### config.mk
export PLATFORM = sky130hd
export DESIGN_NAME = display_mode_scan_flat
export DESIGN_NICKNAME = d
export VERILOG_FILES = /design/src/rtl/display_mode_scan_if.sv /design/src/rtl/display_mode_scan.sv /design/src/flat_wrapper.sv
export SDC_FILE = /design/constraint.sdc
export NUM_CORES = 1
export LEC_CHECK = 0
export CORE_ASPECT_RATIO = 1.1
export CORE_MARGIN = 3
export CORE_UTILIZATION = 40
export CTS_CLUSTER_DIAMETER = 200
export DETAILED_ROUTE_END_ITERATION = 12
export PLACE_DENSITY = 0.77
export SLEW_MARGIN = 15
export SYNTH_ARGS = -nofsm -noshare
export SYNTH_HDL_FRONTEND = slang
export SYNTH_SLANG_ARGS = --single-unit
### constraint.sdc
create_clock -name clock -period 3.85 [get_ports clock]
set_input_delay 0.9625 -clock clock [delete_from_list [all_inputs] [get_ports clock]]
set_output_delay 0.9625 -clock clock [all_outputs]
set_load 0.02 [all_outputs]
### src/rtl/display_mode_scan_if.sv
// Display mode / scan bus: page data, buttons and setup handshake in, 7-segment scan out.
interface display_mode_scan_if #(
  parameter int unsigned NUM_DIGITS = 4,
  parameter int unsigned NUM_MODES  = 5
);
  localparam int unsigned MW = $clog2(NUM_MODES);

  logic [NUM_MODES*NUM_DIGITS*4-1:0] page_digits;
  logic [NUM_MODES*NUM_DIGITS-1:0]   page_dp;
  logic                              nMode;
  logic                              nTrip;
  logic                              ready;
  logic [3:0]                        bcd_out;
  logic [NUM_DIGITS-1:0]             nDigit;
  logic                              DP;
  logic                              ws_en;
  logic [MW-1:0]                     mode_idx;

  modport master (
    output page_digits, page_dp, nMode, nTrip, ready,
    input  bcd_out, nDigit, DP, ws_en, mode_idx
  );

  modport slave (
    input  page_digits, page_dp, nMode, nTrip, ready,
    output bcd_out, nDigit, DP, ws_en, mode_idx
  );
endinterface

### src/rtl/display_mode_scan.sv
// Display mode controller: page select via nMode/nTrip buttons, setup handshake, power-on
// lamp test and time-multiplexed 7-segment scan with tear-free frame latching.
// Optional: define LEADING_ZERO_BLANK_EN to blank leading zeros (digits 1..NUM_DIGITS-2).
module display_mode_scan #(
  parameter int unsigned NUM_DIGITS  = 4,
  parameter int unsigned NUM_MODES   = 5,
  parameter int unsigned SCAN_DIV    = 1,
  parameter int unsigned LAMP_CYCLES = 16,
  parameter logic [3:0]  BLANK_CODE  = 4'd15
) (
  input logic                clock,
  input logic                Rst,
  display_mode_scan_if.slave bus
);

  localparam int unsigned DW       = $clog2(NUM_DIGITS);
  localparam int unsigned MW       = $clog2(NUM_MODES);
  localparam int unsigned PW       = (SCAN_DIV > 2) ? $clog2(SCAN_DIV) : 1;
  localparam int unsigned LW       = (LAMP_CYCLES > 2) ? $clog2(LAMP_CYCLES) : 1;
  localparam int unsigned LampLast = (LAMP_CYCLES > 0) ? LAMP_CYCLES - 1 : 0;

  localparam logic [DW-1:0] LastDigit  = DW'(NUM_DIGITS - 1);
  localparam logic [PW-1:0] PresLast   = PW'(SCAN_DIV - 1);
  localparam logic [LW-1:0] LampLastL  = LW'(LampLast);
  localparam logic [MW-1:0] SetupMode  = MW'(NUM_MODES - 1);
  localparam logic [MW-1:0] LastNormal = MW'(NUM_MODES - 2);

`ifdef LEADING_ZERO_BLANK_EN
  localparam bit LzbEn = 1'b1;
`else
  localparam bit LzbEn = 1'b0;
`endif

  typedef enum logic [0:0] {StLamp, StScan} state_e;

  state_e state_q, state_d;
  logic [LW-1:0] lamp_cnt_q, lamp_cnt_d;
  logic [PW-1:0] pres_q, pres_d;
  logic [DW-1:0] dig_q, dig_d;
  logic [MW-1:0] mode_q, mode_d;
  logic          ws_en_q, ws_en_d;
  logic [1:0]    mode_sync_q, trip_sync_q;
  logic          mode_dly_q, trip_dly_q;
  logic [NUM_DIGITS-1:0][3:0] frame_dig_q, frame_dig_d;
  logic [NUM_DIGITS-1:0]      frame_dp_q, frame_dp_d;
  logic [3:0]            bcd_q, bcd_d;
  logic [NUM_DIGITS-1:0] ndigit_q, ndigit_d;
  logic                  dp_q, dp_d;

  logic [NUM_MODES-1:0][NUM_DIGITS-1:0][3:0] pages;
  logic [NUM_MODES-1:0][NUM_DIGITS-1:0]      dps;
  logic mode_s, trip_s, mode_fall, trip_fall;
  logic restart, latch, lz_lead;

  assign pages = bus.page_digits;
  assign dps   = bus.page_dp;

  assign mode_s    = mode_sync_q[1];
  assign trip_s    = trip_sync_q[1];
  assign mode_fall = mode_dly_q & ~mode_s;
  assign trip_fall = trip_dly_q & ~trip_s;

  // Button synchronisers plus edge-detect delay; idle-high so reset never fakes a press.
  always_ff @(posedge clock) begin
    if (Rst) begin
      mode_sync_q <= 2'b11;
      trip_sync_q <= 2'b11;
      mode_dly_q  <= 1'b1;
      trip_dly_q  <= 1'b1;
    end else begin
      mode_sync_q <= {mode_sync_q[0], bus.nMode};
      trip_sync_q <= {trip_sync_q[0], bus.nTrip};
      mode_dly_q  <= mode_s;
      trip_dly_q  <= trip_s;
    end
  end

  // Mode events, lamp/scan sequencing, frame latch and next registered outputs.
  always_comb begin
    state_d     = state_q;
    lamp_cnt_d  = lamp_cnt_q;
    pres_d      = pres_q;
    dig_d       = dig_q;
    mode_d      = mode_q;
    ws_en_d     = ws_en_q;
    frame_dig_d = frame_dig_q;
    frame_dp_d  = frame_dp_q;
    bcd_d       = bcd_q;
    ndigit_d    = ndigit_q;
    dp_d        = dp_q;
    restart     = 1'b0;
    latch       = 1'b0;
    lz_lead     = 1'b1;

    if (!mode_s && !trip_s && (mode_fall || trip_fall)) begin
      mode_d  = SetupMode;
      ws_en_d = 1'b1;
      restart = 1'b1;
    end else if (ws_en_q && bus.ready) begin
      mode_d  = '0;
      ws_en_d = 1'b0;
      restart = 1'b1;
    end else if (!ws_en_q && mode_fall && trip_s) begin
      mode_d  = (mode_q == LastNormal) ? '0 : mode_q + 1'b1;
      restart = 1'b1;
    end

    case (state_q)
      StLamp: begin
        // Events during lamp only move mode/ws_en; scanning starts when lamp expires.
        if (lamp_cnt_q == LampLastL) begin
          state_d = StScan;
          pres_d  = '0;
          dig_d   = '0;
          latch   = 1'b1;
        end else begin
          lamp_cnt_d = lamp_cnt_q + 1'b1;
        end
      end
      StScan: begin
        if (restart) begin
          pres_d = '0;
          dig_d  = '0;
          latch  = 1'b1;
        end else if (pres_q == PresLast) begin
          pres_d = '0;
          dig_d  = (dig_q == LastDigit) ? '0 : dig_q + 1'b1;
          latch  = (dig_q == LastDigit);
        end else begin
          pres_d = pres_q + 1'b1;
        end
      end
      default: state_d = StLamp;
    endcase

    // Whole page is captured at frame start so mid-frame input changes cannot tear.
    if (latch) begin
      for (int unsigned i = 0; i < NUM_DIGITS; i++) begin
        frame_dig_d[i] = pages[mode_d][i];
        frame_dp_d[i]  = dps[mode_d][i];
        if (LzbEn && !ws_en_d && i >= 1 && i <= NUM_DIGITS - 2) begin
          if (lz_lead && pages[mode_d][i] == 4'd0) begin
            frame_dig_d[i] = BLANK_CODE;
            frame_dp_d[i]  = 1'b0;
          end else begin
            lz_lead = 1'b0;
          end
        end
      end
    end

    if (state_d == StScan) begin
      ndigit_d                    = '1;
      ndigit_d[LastDigit - dig_d] = 1'b0;
      bcd_d                       = frame_dig_d[dig_d];
      dp_d                        = frame_dp_d[dig_d];
    end else begin
      ndigit_d = '0;
      bcd_d    = 4'd8;
      dp_d     = 1'b1;
    end
  end

  // State, frame and output registers; reset enters the lamp test.
  always_ff @(posedge clock) begin
    if (Rst) begin
      state_q     <= StLamp;
      lamp_cnt_q  <= '0;
      pres_q      <= '0;
      dig_q       <= '0;
      mode_q      <= '0;
      ws_en_q     <= 1'b0;
      frame_dig_q <= '0;
      frame_dp_q  <= '0;
      bcd_q       <= 4'd8;
      ndigit_q    <= '0;
      dp_q        <= 1'b1;
    end else begin
      state_q     <= state_d;
      lamp_cnt_q  <= lamp_cnt_d;
      pres_q      <= pres_d;
      dig_q       <= dig_d;
      mode_q      <= mode_d;
      ws_en_q     <= ws_en_d;
      frame_dig_q <= frame_dig_d;
      frame_dp_q  <= frame_dp_d;
      bcd_q       <= bcd_d;
      ndigit_q    <= ndigit_d;
      dp_q        <= dp_d;
    end
  end

  assign bus.bcd_out  = bcd_q;
  assign bus.nDigit   = ndigit_q;
  assign bus.DP       = dp_q;
  assign bus.ws_en    = ws_en_q;
  assign bus.mode_idx = mode_q;

endmodule

### src/flat_wrapper.sv
// flat-port wrapper written by rule: the top's interface ports become plain ports
module display_mode_scan_flat 
#(
  parameter int unsigned NUM_DIGITS  = 4,
  parameter int unsigned NUM_MODES   = 5,
  parameter int unsigned SCAN_DIV    = 1,
  parameter int unsigned LAMP_CYCLES = 16,
  parameter logic [3:0]  BLANK_CODE  = 4'd15
)
  (clock, Rst, bus_page_digits, bus_page_dp, bus_nMode, bus_nTrip, bus_ready, bus_bcd_out, bus_nDigit, bus_DP, bus_ws_en, bus_mode_idx);
  display_mode_scan_if #(.NUM_DIGITS(NUM_DIGITS), .NUM_MODES(NUM_MODES)) bus_i ();
  input logic clock;
  input logic Rst;
  input wire logic [$bits(bus_i.page_digits)-1:0] bus_page_digits;
  input wire logic [$bits(bus_i.page_dp)-1:0] bus_page_dp;
  input wire logic [$bits(bus_i.nMode)-1:0] bus_nMode;
  input wire logic [$bits(bus_i.nTrip)-1:0] bus_nTrip;
  input wire logic [$bits(bus_i.ready)-1:0] bus_ready;
  output wire logic [$bits(bus_i.bcd_out)-1:0] bus_bcd_out;
  output wire logic [$bits(bus_i.nDigit)-1:0] bus_nDigit;
  output wire logic [$bits(bus_i.DP)-1:0] bus_DP;
  output wire logic [$bits(bus_i.ws_en)-1:0] bus_ws_en;
  output wire logic [$bits(bus_i.mode_idx)-1:0] bus_mode_idx;
  assign bus_i.page_digits = bus_page_digits;
  assign bus_i.page_dp = bus_page_dp;
  assign bus_i.nMode = bus_nMode;
  assign bus_i.nTrip = bus_nTrip;
  assign bus_i.ready = bus_ready;
  assign bus_bcd_out = bus_i.bcd_out;
  assign bus_nDigit = bus_i.nDigit;
  assign bus_DP = bus_i.DP;
  assign bus_ws_en = bus_i.ws_en;
  assign bus_mode_idx = bus_i.mode_idx;
  display_mode_scan #(.NUM_DIGITS(NUM_DIGITS), .NUM_MODES(NUM_MODES), .SCAN_DIV(SCAN_DIV), .LAMP_CYCLES(LAMP_CYCLES), .BLANK_CODE(BLANK_CODE)) u_core (.clock(clock), .Rst(Rst), .bus(bus_i));
endmodule
==> metrics.txt, run 1 <==
# TYPE chip_impl_metric gauge
chip_impl_metric{name="critical_path.n_buffers_inverters",unit=""} 2
chip_impl_metric{name="grt_remaining_overflow",unit=""} 0
chip_impl_metric{name="worstSkewPairLatency",unit="ns"} 0.30
chip_impl_metric{name="number_of_antenna_violations_at_the_first_check_in_global_routing",unit=""} 0
chip_impl_metric{name="ys_async_sr_fraction",unit="%"} 0
chip_impl_metric{name="area_growth",unit="%"} 53.3
chip_impl_metric{name="gpl.final_weighted_congestion",unit=""} 0.868
chip_impl_metric{name="skew",unit="ns"} 0.00528
chip_impl_metric{name="cts.hold.buffers_added",unit=""} 0
chip_impl_metric{name="clock_tree.htree_level_count",unit=""} 2
chip_impl_metric{name="clk_transition_reported_paths",unit="ns"} 0.08
chip_impl_info{name="class_of_the_tightest_hold_or_removal_check",value="flop to flop"} 1
chip_impl_metric{name="synth.avg_cell_area",unit="µm²"} 9.47
chip_impl_metric{name="cts.repair_timing.setup_buffer_count",unit=""} 0
chip_impl_metric{name="diodes",unit=""} 0
chip_impl_metric{name="crit_path_max_fanout",unit=""} 22
chip_impl_metric{name="post_synth_instance_area",unit="µm²"} 2620
chip_impl_metric{name="fin_crit_sh",unit="%"} 81.6
chip_impl_metric{name="post_cts_resize_count",unit=""} 0
chip_impl_metric{name="buffer_ports.inserted",unit=""} 117
chip_impl_metric{name="seq_area_frac_synth",unit="%"} 35.1
chip_impl_metric{name="drt-initial-drc-count",unit=""} 227
chip_impl_metric{name="drive_gt1_share",unit="%"} 14.0
chip_impl_metric{name="p_leak",unit="nW"} 1.47
chip_impl_info{name="critical_setup_path_kind",value="input pin to flop"} 1
chip_impl_metric{name="grt_pass1_vias",unit=""} 2780
chip_impl_metric{name="number_of_instances_in_the_synthesized_netlist",unit=""} 277
chip_impl_metric{name="mappedNetlistNets",unit=""} 385
chip_impl_metric{name="final_core_utilization",unit="%"} 64.2
chip_impl_info{name="nature_of_the_critical_path_endpoint",value="flop"} 1
chip_impl_metric{name="peakVddDrop",unit="V"} 0.000155
chip_impl_metric{name="grt_pass1_wl",unit="mm"} 13.5
chip_impl_metric{name="place.detailed.hpwl",unit="mm"} 6.48
chip_impl_metric{name="finalSetupTns",unit="ns"} 0
chip_impl_info{name="cp_top_family",value="buffers and inverters"} 1
chip_impl_metric{name="finalSetupViolCount",unit=""} 0
chip_impl_metric{name="cp.arrival",unit="ns"} 3.33
chip_impl_metric{name="start_util",unit="%"} 41.9
chip_impl_info{name="start_kind",value="input pin"} 1
chip_impl_metric{name="drtPass1Iterations",unit=""} 4
chip_impl_metric{name="fin_crit",unit="ns"} 3.14
chip_impl_metric{name="cts_made_buffers",unit=""} 5
chip_impl_metric{name="routed_wire_length",unit="mm"} 8.38
chip_impl_metric{name="grt_usage",unit="%"} 22.0
chip_impl_metric{name="hold_viol",unit=""} 0
chip_impl_metric{name="ctsLongestPathBuffers",unit=""} 2
chip_impl_metric{name="timing.fmax",unit="MHz"} 318
chip_impl_metric{name="grt_max_degree",unit=""} 37
chip_impl_metric{name="yosysUniqueCellTypes",unit=""} 51
chip_impl_metric{name="report.final.slew_viol_count",unit=""} 0
chip_impl_metric{name="multiInputGateArea",unit="µm²"} 1620
chip_impl_metric{name="yosys_register_bits",unit=""} 46
chip_impl_metric{name="placement.cell_area",unit="µm²"} 3920
chip_impl_metric{name="layout.area.seq",unit="µm²"} 921
chip_impl_metric{name="fp.coreArea",unit="µm²"} 6270
chip_impl_metric{name="vias",unit=""} 2730
chip_impl_metric{name="detail_route.vias_per_cell",unit=""} 5.77
chip_impl_metric{name="num_io_pins",unit=""} 118
chip_impl_metric{name="finalNonFillerCells",unit=""} 473
chip_impl_metric{name="cp.required",unit="ns"} 4.04
chip_impl_info{name="critPathSlowestCell",value="mux4_2"} 1
chip_impl_metric{name="max_cap_violations",unit=""} 0
chip_impl_metric{name="routed_wire_length_per_instance",unit="µm"} 17.7
chip_impl_metric{name="die_width",unit="µm"} 83.2
chip_impl_metric{name="dieArea",unit="µm²"} 7570
chip_impl_metric{name="critPathMaxStageDelay",unit="ns"} 0.52
chip_impl_metric{name="placed_cells",unit=""} 465
chip_impl_metric{name="layout.nets",unit=""} 500
chip_impl_metric{name="postLayoutCellArea",unit="µm²"} 4020
chip_impl_metric{name="powerDensity",unit="nW/µm²"} 261
chip_impl_info{name="status",value="finished, final reports clean"} 1
chip_impl_metric{name="drc_errors",unit=""} 0
chip_impl_metric{name="rows",unit=""} 30
chip_impl_metric{name="relSlewSlack",unit="%"} 50.8
chip_impl_metric{name="clock_sink_count",unit=""} 46
chip_impl_info{name="timing.critical_path.cells",value="clkdlybuf4s50_1 -> nand2_1 -> o21a_1 -> o21ai_4 -> buf_12 -> mux4_2 -> a2bb2oi_1 -> o22ai_1 -> or3_1"} 1
chip_impl_metric{name="ant_nets",unit=""} 0
chip_impl_metric{name="number_of_warning_messages_in_the_yosys_log",unit=""} 0
chip_impl_metric{name="die_height",unit="µm"} 90.9
chip_impl_metric{name="power.total",unit="mW"} 1.05
chip_impl_info{name="cts_tree",value="built"} 1
chip_impl_info{name="ys.flop_type",value="dfxtp_1"} 1
chip_impl_metric{name="max_slew.worst_pin.slew",unit="ns"} 0.739
chip_impl_info{name="cts_root_buf",value="clkbuf_8"} 1
chip_impl_info{name="unrepaired_setup_endpoints_after_global_routing",value="no"} 1
chip_impl_metric{name="fillCellCount",unit=""} 524
chip_impl_metric{name="synth-edff-count",unit=""} 0
-- report_power, final --
group          switching [mW]  internal [mW]  leakage [nW]
clock network           0.164          0.194        0.0524
logic                  0.0627          0.140          1.05
registers             0.00507          0.481         0.372
-- per-layer routing --
| metal | global-route usage, % | wire length, µm |
|---|---|---|
| met1 | 25.9 | 3220 |
| met5 | 0 | 0 |
| met3 | 3.54 | 486 |
| met2 | 40.1 | 4460 |
| met4 | 7.77 | 223 |
-- area by class of cell --
cell class                 count  area share [%]
clock inverter                 1           0.747
multi-input combinational    209            40.3
clock buffer                   7            1.90
tap                           80            2.49
inverter                       2           0.187
sequential                    46            22.9
timing repair buffer         128            31.5
-- worst register-to-register path, stage by stage (launching register included) --
cell and delay (ns):
dfxtp_1 0.42, ha_1 0.20, nor2b_1 0.22, nor3_4 0.07, o21ai_4 0.32, buf_12 0.23, mux4_2 0.53, a2bb2oi_1 0.22
o22ai_1 0.10, or3_1 0.30
-- placed cells by master (no fill, tap or decap), drive strengths merged, types with 9 or more instances in the layout --
cell / count
nor2: 44
a21boi: 12
nand2: 13
clkdlybuf4s50: 117
a31oi: 14
buf: 11
a211oi: 12
o21ai: 9
mux4: 14
dfxtp: 46
-- Yosys cell counts, drive strengths merged (6+ instances only) --
master | number | area, µm²
a211oi | 12 | 90.1
a21boi | 12 | 90.1
a21oi | 8 | 40.0
a221oi | 6 | 77.6
a2bb2oi | 6 | 58.8
a31oi | 14 | 87.6
and4 | 6 | 52.6
buf | 6 | 35.0
clkbuf | 14 | 52.6
dfxtp | 46 | 921
mux4 | 14 | 315
nand2 | 13 | 48.8
nor2 | 44 | 165
nor3 | 6 | 41.3
o21ai | 9 | 48.8
o31ai | 7 | 52.6
or2 | 8 | 50.1
-- registers in the layout, indices dropped and copies added (netlist names) --
signal,flops
u_core.dig_q,2
u_core.bus.DP,1
u_core.mode_dly_q,1
u_core.bus.ws_en,1
u_core.trip_dly_q,1
u_core.bus.nDigit,4
u_core.mode_sync_q,2
u_core.frame_dp_q,4
u_core.bus.bcd_out,4
u_core.lamp_cnt_q,4
u_core.frame_dig_q,16
u_core.trip_sync_q,2
u_core.bus.mode_idx,3
u_core.state_q,1
-- logic make-up (layout without fill, tap and decap cells) --
group                    count (synthesis)  count (layout)  synth area share (%)
flip-flops                              46              46                  35.1
adder cells (fa/ha/maj)                  3               3                  1.43
XOR/XNOR                                 2               2                 0.668
AND/OR/NAND/NOR                         92              92                  18.3
multiplexers                            16              16                  12.8
buffers and inverters                   22             138                  3.62
AO/OA/AOI/OAI                           96              96                  28.1
-- final timing paths --
| path | startpoint | end | slack [ns] | cells past startpoint |
|---|---|---|---|---|
| setup reg to reg | u_core.bus.mode_idx[0] | u_core.bus.DP | 1.13 | 9 |
| hold / removal | u_core.trip_sync_q[0] | u_core.trip_sync_q[1] | 0.42 | 1 |
| setup / recovery | bus_ready | u_core.bus.DP | 0.71 | 9 |
| hold reg to reg | u_core.trip_sync_q[0] | u_core.trip_sync_q[1] | 0.42 | 1 |
-- per-stage QoR --
| step | hold slack, ns | setup slack (ns) |
|---|---|---|
| floorplan | 0.389 | 1.01 |
| global placement | 0.392 | 0.500 |
| detailed placement | 0.392 | 0.415 |
| CTS | 0.413 | 0.728 |
| global route | 0.423 | 0.617 |
| finish | 0.415 | 0.708 |
No activity file was read; power rests on OpenSTA's default activity.
==> run 2, diff against run 1 <==
Clock period 3.85 ns to 3.16 ns, I/O delays scaled along.
==> metrics.txt, run 2 (synthesis gave the netlist of run 1 again) <==
# TYPE chip_impl_metric gauge
chip_impl_info{name="status",value="finished, final reports clean"} 1
chip_impl_metric{name="hold_viol",unit=""} 0
chip_impl_metric{name="detail_route.vias_per_cell",unit=""} 5.55
chip_impl_metric{name="cp.required",unit="ns"} 3.41
chip_impl_info{name="mostFrequentLayoutCells",value="clkdlybuf4s50_1, dfxtp_1, nor2_1"} 1
chip_impl_metric{name="die_height",unit="µm"} 90.9
chip_impl_metric{name="clock_tree.htree_level_count",unit=""} 2
chip_impl_metric{name="combinational_cell_fraction_of_total_power",unit="%"} 20.6
chip_impl_metric{name="grt_pass1_vias",unit=""} 2707
chip_impl_metric{name="layout.area.seq",unit="µm²"} 921
chip_impl_metric{name="report.final.slew_viol_count",unit=""} 0
chip_impl_metric{name="fin_crit",unit="ns"} 2.84
chip_impl_metric{name="fin_crit_sh",unit="%"} 89.8
chip_impl_metric{name="num_io_pins",unit=""} 118
chip_impl_metric{name="area_growth",unit="%"} 54.0
chip_impl_metric{name="power.clock.fraction",unit="%"} 30.1
chip_impl_metric{name="flip_flop_count_of_the_largest_register_after_layout",unit=""} 16
chip_impl_metric{name="diodes",unit=""} 0
chip_impl_metric{name="ant_nets",unit=""} 0
chip_impl_metric{name="peakVddDrop",unit="V"} 0.000191
chip_impl_metric{name="final_core_utilization",unit="%"} 64.5
chip_impl_metric{name="rows",unit=""} 30
chip_impl_metric{name="fp.coreArea",unit="µm²"} 6270
chip_impl_metric{name="cts.hold.buffers_added",unit=""} 0
chip_impl_info{name="critical_setup_path_kind",value="input pin to flop"} 1
chip_impl_metric{name="multiInputGateArea",unit="µm²"} 1620
chip_impl_metric{name="critPathMaxStageDelay",unit="ns"} 0.79
chip_impl_metric{name="skew",unit="ns"} 0.0113
chip_impl_metric{name="number_of_antenna_violations_at_the_first_check_in_global_routing",unit=""} 0
chip_impl_metric{name="drtPass1Iterations",unit=""} 5
chip_impl_metric{name="max_cap_violations",unit=""} 0
chip_impl_metric{name="buffer_ports.inserted",unit=""} 117
chip_impl_metric{name="drive_gt1_share",unit="%"} 15.3
chip_impl_metric{name="drc_errors",unit=""} 0
chip_impl_metric{name="power_frac_seq",unit="%"} 49.4
chip_impl_info{name="start_kind",value="input pin"} 1
chip_impl_metric{name="grt_remaining_overflow",unit=""} 0
chip_impl_info{name="class_of_the_tightest_hold_or_removal_check",value="flop to flop"} 1
chip_impl_metric{name="relSlewSlack",unit="%"} 31.0
chip_impl_info{name="unrepaired_setup_endpoints_after_global_routing",value="no"} 1
chip_impl_metric{name="post_cts_resize_count",unit=""} 0
chip_impl_info{name="timing.critical_path.cells",value="clkdlybuf4s50_1 -> nand2_1 -> buf_4 -> a31o_2 -> nor2_1 -> a221oi_1 -> o22a_1 -> o21ai_1"} 1
chip_impl_metric{name="cp.arrival",unit="ns"} 3.09
chip_impl_metric{name="drt-initial-drc-count",unit=""} 136
chip_impl_info{name="register_with_the_most_flip_flops",value="u_core.frame_dig_q"} 1
chip_impl_metric{name="routed_wire_length",unit="mm"} 7.78
chip_impl_metric{name="grt_max_degree",unit=""} 37
chip_impl_metric{name="grt_pass1_wl",unit="mm"} 12.9
chip_impl_metric{name="p_leak",unit="nW"} 1.49
chip_impl_metric{name="cts.repair_timing.setup_buffer_count",unit=""} 0
chip_impl_metric{name="switching_share",unit="%"} 23.8
chip_impl_metric{name="vias",unit=""} 2655
chip_impl_metric{name="routed_wire_length_per_instance",unit="µm"} 16.3
chip_impl_metric{name="powerDensity",unit="nW/µm²"} 297
chip_impl_metric{name="netSwitchingPower",unit="mW"} 0.286
chip_impl_metric{name="layout.nets",unit=""} 505
chip_impl_metric{name="clock_sink_count",unit=""} 46
chip_impl_metric{name="fillCellCount",unit=""} 517
chip_impl_metric{name="finalSetupTns",unit="ns"} 0
chip_impl_metric{name="cts_made_buffers",unit=""} 5
chip_impl_metric{name="max_slew.worst_pin.slew",unit="ns"} 1.03
chip_impl_metric{name="ctsLongestPathBuffers",unit=""} 2
chip_impl_metric{name="place.detailed.hpwl",unit="mm"} 6.20
chip_impl_metric{name="dieArea",unit="µm²"} 7570
chip_impl_metric{name="worstSkewPairLatency",unit="ns"} 0.31
chip_impl_info{name="nature_of_the_critical_path_endpoint",value="flop"} 1
chip_impl_info{name="critPathSlowestCell",value="nor2_1"} 1
chip_impl_metric{name="crit_path_max_fanout",unit=""} 12
chip_impl_info{name="cts_tree",value="built"} 1
chip_impl_metric{name="gpl.final_weighted_congestion",unit=""} 0.825
chip_impl_metric{name="finalSetupViolCount",unit=""} 0
chip_impl_metric{name="start_util",unit="%"} 41.9
chip_impl_info{name="mostFrequentLayoutCell",value="clkdlybuf4s50_1"} 1
chip_impl_metric{name="die_width",unit="µm"} 83.2
chip_impl_metric{name="grt_usage",unit="%"} 20.8
chip_impl_info{name="cts_root_buf",value="clkbuf_8"} 1
chip_impl_metric{name="internal_power",unit="mW"} 0.916
chip_impl_metric{name="timing.fmax",unit="MHz"} 352
chip_impl_metric{name="clk_transition_reported_paths",unit="ns"} 0.09
run 2: power groups by stage:
stage | sequential [mW] | clock, mW | combinational [mW]
CTS | 0.593 | 0.362 | 0.248
detailed placement | 0.607 | 0 | 0.248
global route | 0.594 | 0.387 | 0.263
floorplan | 0.606 | 0 | 0.0927
finish | 0.593 | 0.361 | 0.247
global placement | 0.606 | 0 | 0.245
run 2: final timing paths:
path                          start                    end  slack [ns]  depth (start not counted)
max                       bus_ready  u_core.bus.bcd_out[2]        0.32                          8
max reg2reg  u_core.bus.mode_idx[0]          u_core.bus.DP        0.53                          9
min reg2reg   u_core.mode_sync_q[0]  u_core.mode_sync_q[1]        0.41                          1
min           u_core.mode_sync_q[0]  u_core.mode_sync_q[1]        0.41                          1
run 2: cell type report:
| type | count | area share, % |
|---|---|---|
| clock buffer | 6 | 1.80 |
| clock inverter | 2 | 0.341 |
| inverter | 2 | 0.186 |
| multi-input combinational | 209 | 40.1 |
| sequential | 46 | 22.8 |
| tap | 80 | 2.48 |
| timing repair buffer | 133 | 32.3 |
run 2: per-stage QoR:
step                      cells  total power [mW]  hold slack [ns]  cell area, µm²  worst slack (ns)
after floorplan             277             0.699            0.389            2620             0.494
after global placement      470             0.851            0.397            3950            0.0719
after detailed placement    470             0.854            0.402            3950            0.0122
after CTS                   478              1.20            0.418            4040             0.323
after global routing        478              1.24            0.423            4040             0.196
final                       478              1.20            0.414            4040             0.322
run 2: critical path, delay by kind of cell:
kind / cells / cell delay, ns
buffers and inverters: 2 / 0.64
and+or+nand+nor: 2 / 0.86
AOI/OAI and AO/OA: 4 / 0.79
run 2: routing by layer:
layer,track usage [%],vias up,part of all wire (%)
met5,0,-,0
met4,6.40,0,1.8
met3,4.17,13,5.7
met2,37.0,84,52
met1,25.1,1249,41
li1,-,1309,-
==> run 3, diff against run 2 <==
Settings changed: PLACE_DENSITY 0.77 to unset, PLACE_DENSITY_LB_ADDON set to 0.1, REMOVE_ABC_BUFFERS set to 1, SETUP_SLACK_MARGIN set to 0.15.
==> metrics.txt, run 3 (synthesis gave the netlist of run 1 again) <==
# TYPE chip_impl_metric gauge
chip_impl_metric{name="cp.arrival",unit="ns"} 2.99
chip_impl_metric{name="dieArea",unit="µm²"} 7570
chip_impl_metric{name="skew",unit="ns"} 0.00451
chip_impl_info{name="critPathSlowestCell",value="clkdlybuf4s50_1"} 1
chip_impl_info{name="status",value="finished, final reports clean"} 1
chip_impl_metric{name="finalSetupViolCount",unit=""} 0
chip_impl_info{name="unrepaired_setup_endpoints_after_global_routing",value="no"} 1
chip_impl_metric{name="place.detailed.hpwl",unit="mm"} 6.26
chip_impl_metric{name="grt_max_degree",unit=""} 37
chip_impl_metric{name="vias",unit=""} 2722
chip_impl_metric{name="buffer_ports.inserted",unit=""} 117
chip_impl_metric{name="drtPass1Iterations",unit=""} 4
chip_impl_metric{name="postLayoutCellArea",unit="µm²"} 4110
chip_impl_metric{name="gpl.final_weighted_congestion",unit=""} 0.823
chip_impl_metric{name="routed_wire_length_per_instance",unit="µm"} 17.0
chip_impl_metric{name="fin_crit_sh",unit="%"} 88.7
chip_impl_metric{name="detail_route.vias_per_cell",unit=""} 5.69
chip_impl_metric{name="finalSetupTns",unit="ns"} 0
chip_impl_metric{name="relSlewSlack",unit="%"} 60.7
chip_impl_info{name="dr.max_layer_used",value="met4"} 1
chip_impl_info{name="class_of_the_tightest_hold_or_removal_check",value="flop to flop"} 1
chip_impl_metric{name="drt-initial-drc-count",unit=""} 131
chip_impl_metric{name="fin_crit",unit="ns"} 2.80
chip_impl_metric{name="peakVddDrop",unit="V"} 0.000160
chip_impl_metric{name="max_cap_violations",unit=""} 0
chip_impl_metric{name="powerDensity",unit="nW/µm²"} 312
chip_impl_metric{name="fillCellCount",unit=""} 521
chip_impl_info{name="cts_root_buf",value="clkbuf_8"} 1
chip_impl_metric{name="wl_met1",unit="mm"} 3.30
chip_impl_metric{name="diodes",unit=""} 0
chip_impl_info{name="critical_setup_path_kind",value="input pin to flop"} 1
chip_impl_metric{name="p_leak",unit="nW"} 1.52
chip_impl_metric{name="placement.cell_area",unit="µm²"} 4000
chip_impl_metric{name="area_growth",unit="%"} 56.7
chip_impl_metric{name="timing.fmax",unit="MHz"} 357
chip_impl_metric{name="clk_transition_reported_paths",unit="ns"} 0.09
chip_impl_metric{name="drc_errors",unit=""} 0
chip_impl_metric{name="critPathMaxStageDelay",unit="ns"} 0.42
chip_impl_info{name="register_with_the_most_flip_flops",value="u_core.frame_dig_q"} 1
chip_impl_metric{name="ctsLongestPathBuffers",unit=""} 2
chip_impl_metric{name="worstSkewPairLatency",unit="ns"} 0.30
chip_impl_metric{name="layout.nets",unit=""} 505
chip_impl_info{name="nature_of_the_critical_path_endpoint",value="flop"} 1
chip_impl_metric{name="start_util",unit="%"} 41.9
chip_impl_info{name="timing.hold.worst_endpoint",value="u_core.trip_sync_q[1]"} 1
chip_impl_metric{name="wl_met3",unit="µm"} 437
chip_impl_metric{name="rows",unit=""} 30
chip_impl_metric{name="layout.area.seq",unit="µm²"} 921
chip_impl_metric{name="setup_slack_of_the_worst_register_to_register_path",unit="ns"} 0.41
chip_impl_info{name="cts_tree",value="built"} 1
chip_impl_metric{name="number_of_antenna_violations_at_the_first_check_in_global_routing",unit=""} 0
chip_impl_metric{name="fp.coreArea",unit="µm²"} 6270
chip_impl_metric{name="multiInputGateArea",unit="µm²"} 1620
chip_impl_info{name="mostFrequentLayoutCells",value="clkdlybuf4s50_1, dfxtp_1, nor2_1"} 1
chip_impl_metric{name="post_cts_resize_count",unit=""} 0
chip_impl_metric{name="drive_gt1_share",unit="%"} 15.6
chip_impl_info{name="timing.critical_path.cells",value="clkdlybuf4s50_1 -> nand2_1 -> buf_4 -> o21ai_1 -> nor2_2 -> buf_12 -> mux4_2 -> a21oi_1 -> o41ai_1 -> or3_1"} 1
chip_impl_info{name="r2r_end",value="u_core.bus.bcd_out[3]"} 1
chip_impl_metric{name="flip_flop_count_of_the_largest_register_after_layout",unit=""} 16
chip_impl_metric{name="grt_pass1_vias",unit=""} 2592
chip_impl_metric{name="met2_wl_post_dr",unit="mm"} 4.30
chip_impl_info{name="worst_reg2reg_path_startpoint",value="u_core.bus.mode_idx[0]"} 1
chip_impl_metric{name="timing.reg2reg.worst_path_depth",unit=""} 8
chip_impl_metric{name="cts.repair_timing.setup_buffer_count",unit=""} 0
chip_impl_metric{name="ant_nets",unit=""} 0
chip_impl_metric{name="die_width",unit="µm"} 83.2
chip_impl_info{name="mostFrequentLayoutCell",value="clkdlybuf4s50_1"} 1
chip_impl_metric{name="routed_wire_length",unit="mm"} 8.13
chip_impl_metric{name="grt_usage",unit="%"} 21.1
chip_impl_metric{name="max_slew.worst_pin.slew",unit="ns"} 0.590
chip_impl_metric{name="crit_path_max_fanout",unit=""} 14
chip_impl_metric{name="cp.required",unit="ns"} 3.35
chip_impl_info{name="start_kind",value="input pin"} 1
chip_impl_metric{name="cts.hold.buffers_added",unit=""} 0
chip_impl_metric{name="clock_sink_count",unit=""} 46
chip_impl_metric{name="die_height",unit="µm"} 90.9
chip_impl_metric{name="hold-worst-slack",unit="ns"} 0.424
chip_impl_info{name="hp-start",value="u_core.trip_sync_q[0]"} 1
chip_impl_metric{name="grt_pass1_wl",unit="mm"} 13.0
chip_impl_metric{name="min_path_cells",unit=""} 1
chip_impl_metric{name="hold_viol",unit=""} 0
chip_impl_metric{name="num_io_pins",unit=""} 118
chip_impl_metric{name="clock_tree.htree_level_count",unit=""} 2
chip_impl_metric{name="cts_made_buffers",unit=""} 5
chip_impl_metric{name="report.final.slew_viol_count",unit=""} 0
chip_impl_metric{name="grt_remaining_overflow",unit=""} 0
run 3: per-stage QoR:
stage / setup slack, ns / utilization [%] / cells / power [mW]
6_report: 0.357 / 65.6 / 478 / 1.28
5_1_grt: 0.160 / 65.6 / 478 / 1.33
4_1_cts: 0.338 / 65.6 / 478 / 1.29
3_5_place_dp: 0.0174 / 63.9 / 470 / 0.860
3_3_place_gp: 0.0327 / 63.9 / 470 / 0.856
2_1_floorplan: -0.346 / - / 257 / 0.688
run 3: area by class of cell:
class	count	share of cell area [%]
sequential	46	22.4
tap	80	2.43
clock buffer	5	1.67
timing repair buffer	133	32.9
clock inverter	3	0.974
inverter	2	0.183
multi-input combinational	209	39.4
run 3: how the worst max path moves through the flow:
| stage | slack (ns) | startpoint | depth (start not counted) | end |
|---|---|---|---|---|
| final | 0.36 | bus_ready | 10 | u_core.bus.bcd_out[3] |
| after global routing | 0.16 | bus_ready | 9 | u_core.bus.bcd_out[2] |
| after global placement | 0.03 | bus_ready | 9 | u_core.bus.bcd_out[2] |
| after detailed placement | 0.02 | bus_ready | 9 | u_core.bus.bcd_out[2] |
| after floorplan | -0.35 | u_core.bus.mode_idx[0] | 8 | u_core.bus.DP |
| after CTS | 0.34 | bus_ready | 9 | u_core.bus.bcd_out[2] |
run 3: layer usage:
layer | up-vias | global-route usage [%]
met4 | 0 | 5.18
met3 | 8 | 3.81
met2 | 86 | 37.8
li1 | 1308 | -
met1 | 1320 | 25.9
met5 | - | 0
run 3: worst max-delay path, delay by kind of cell:
kind	cells	cell delay, ns
muxes	1	0.30
and+or+nand+nor	3	0.69
AOI/OAI and AO/OA	3	0.47
buffers and inverters	3	0.74
run 3: power by group:
group          switching [mW]  internal [mW]
Sequential            0.00647          0.587
Combinational          0.0756          0.177
Clock                   0.204          0.233
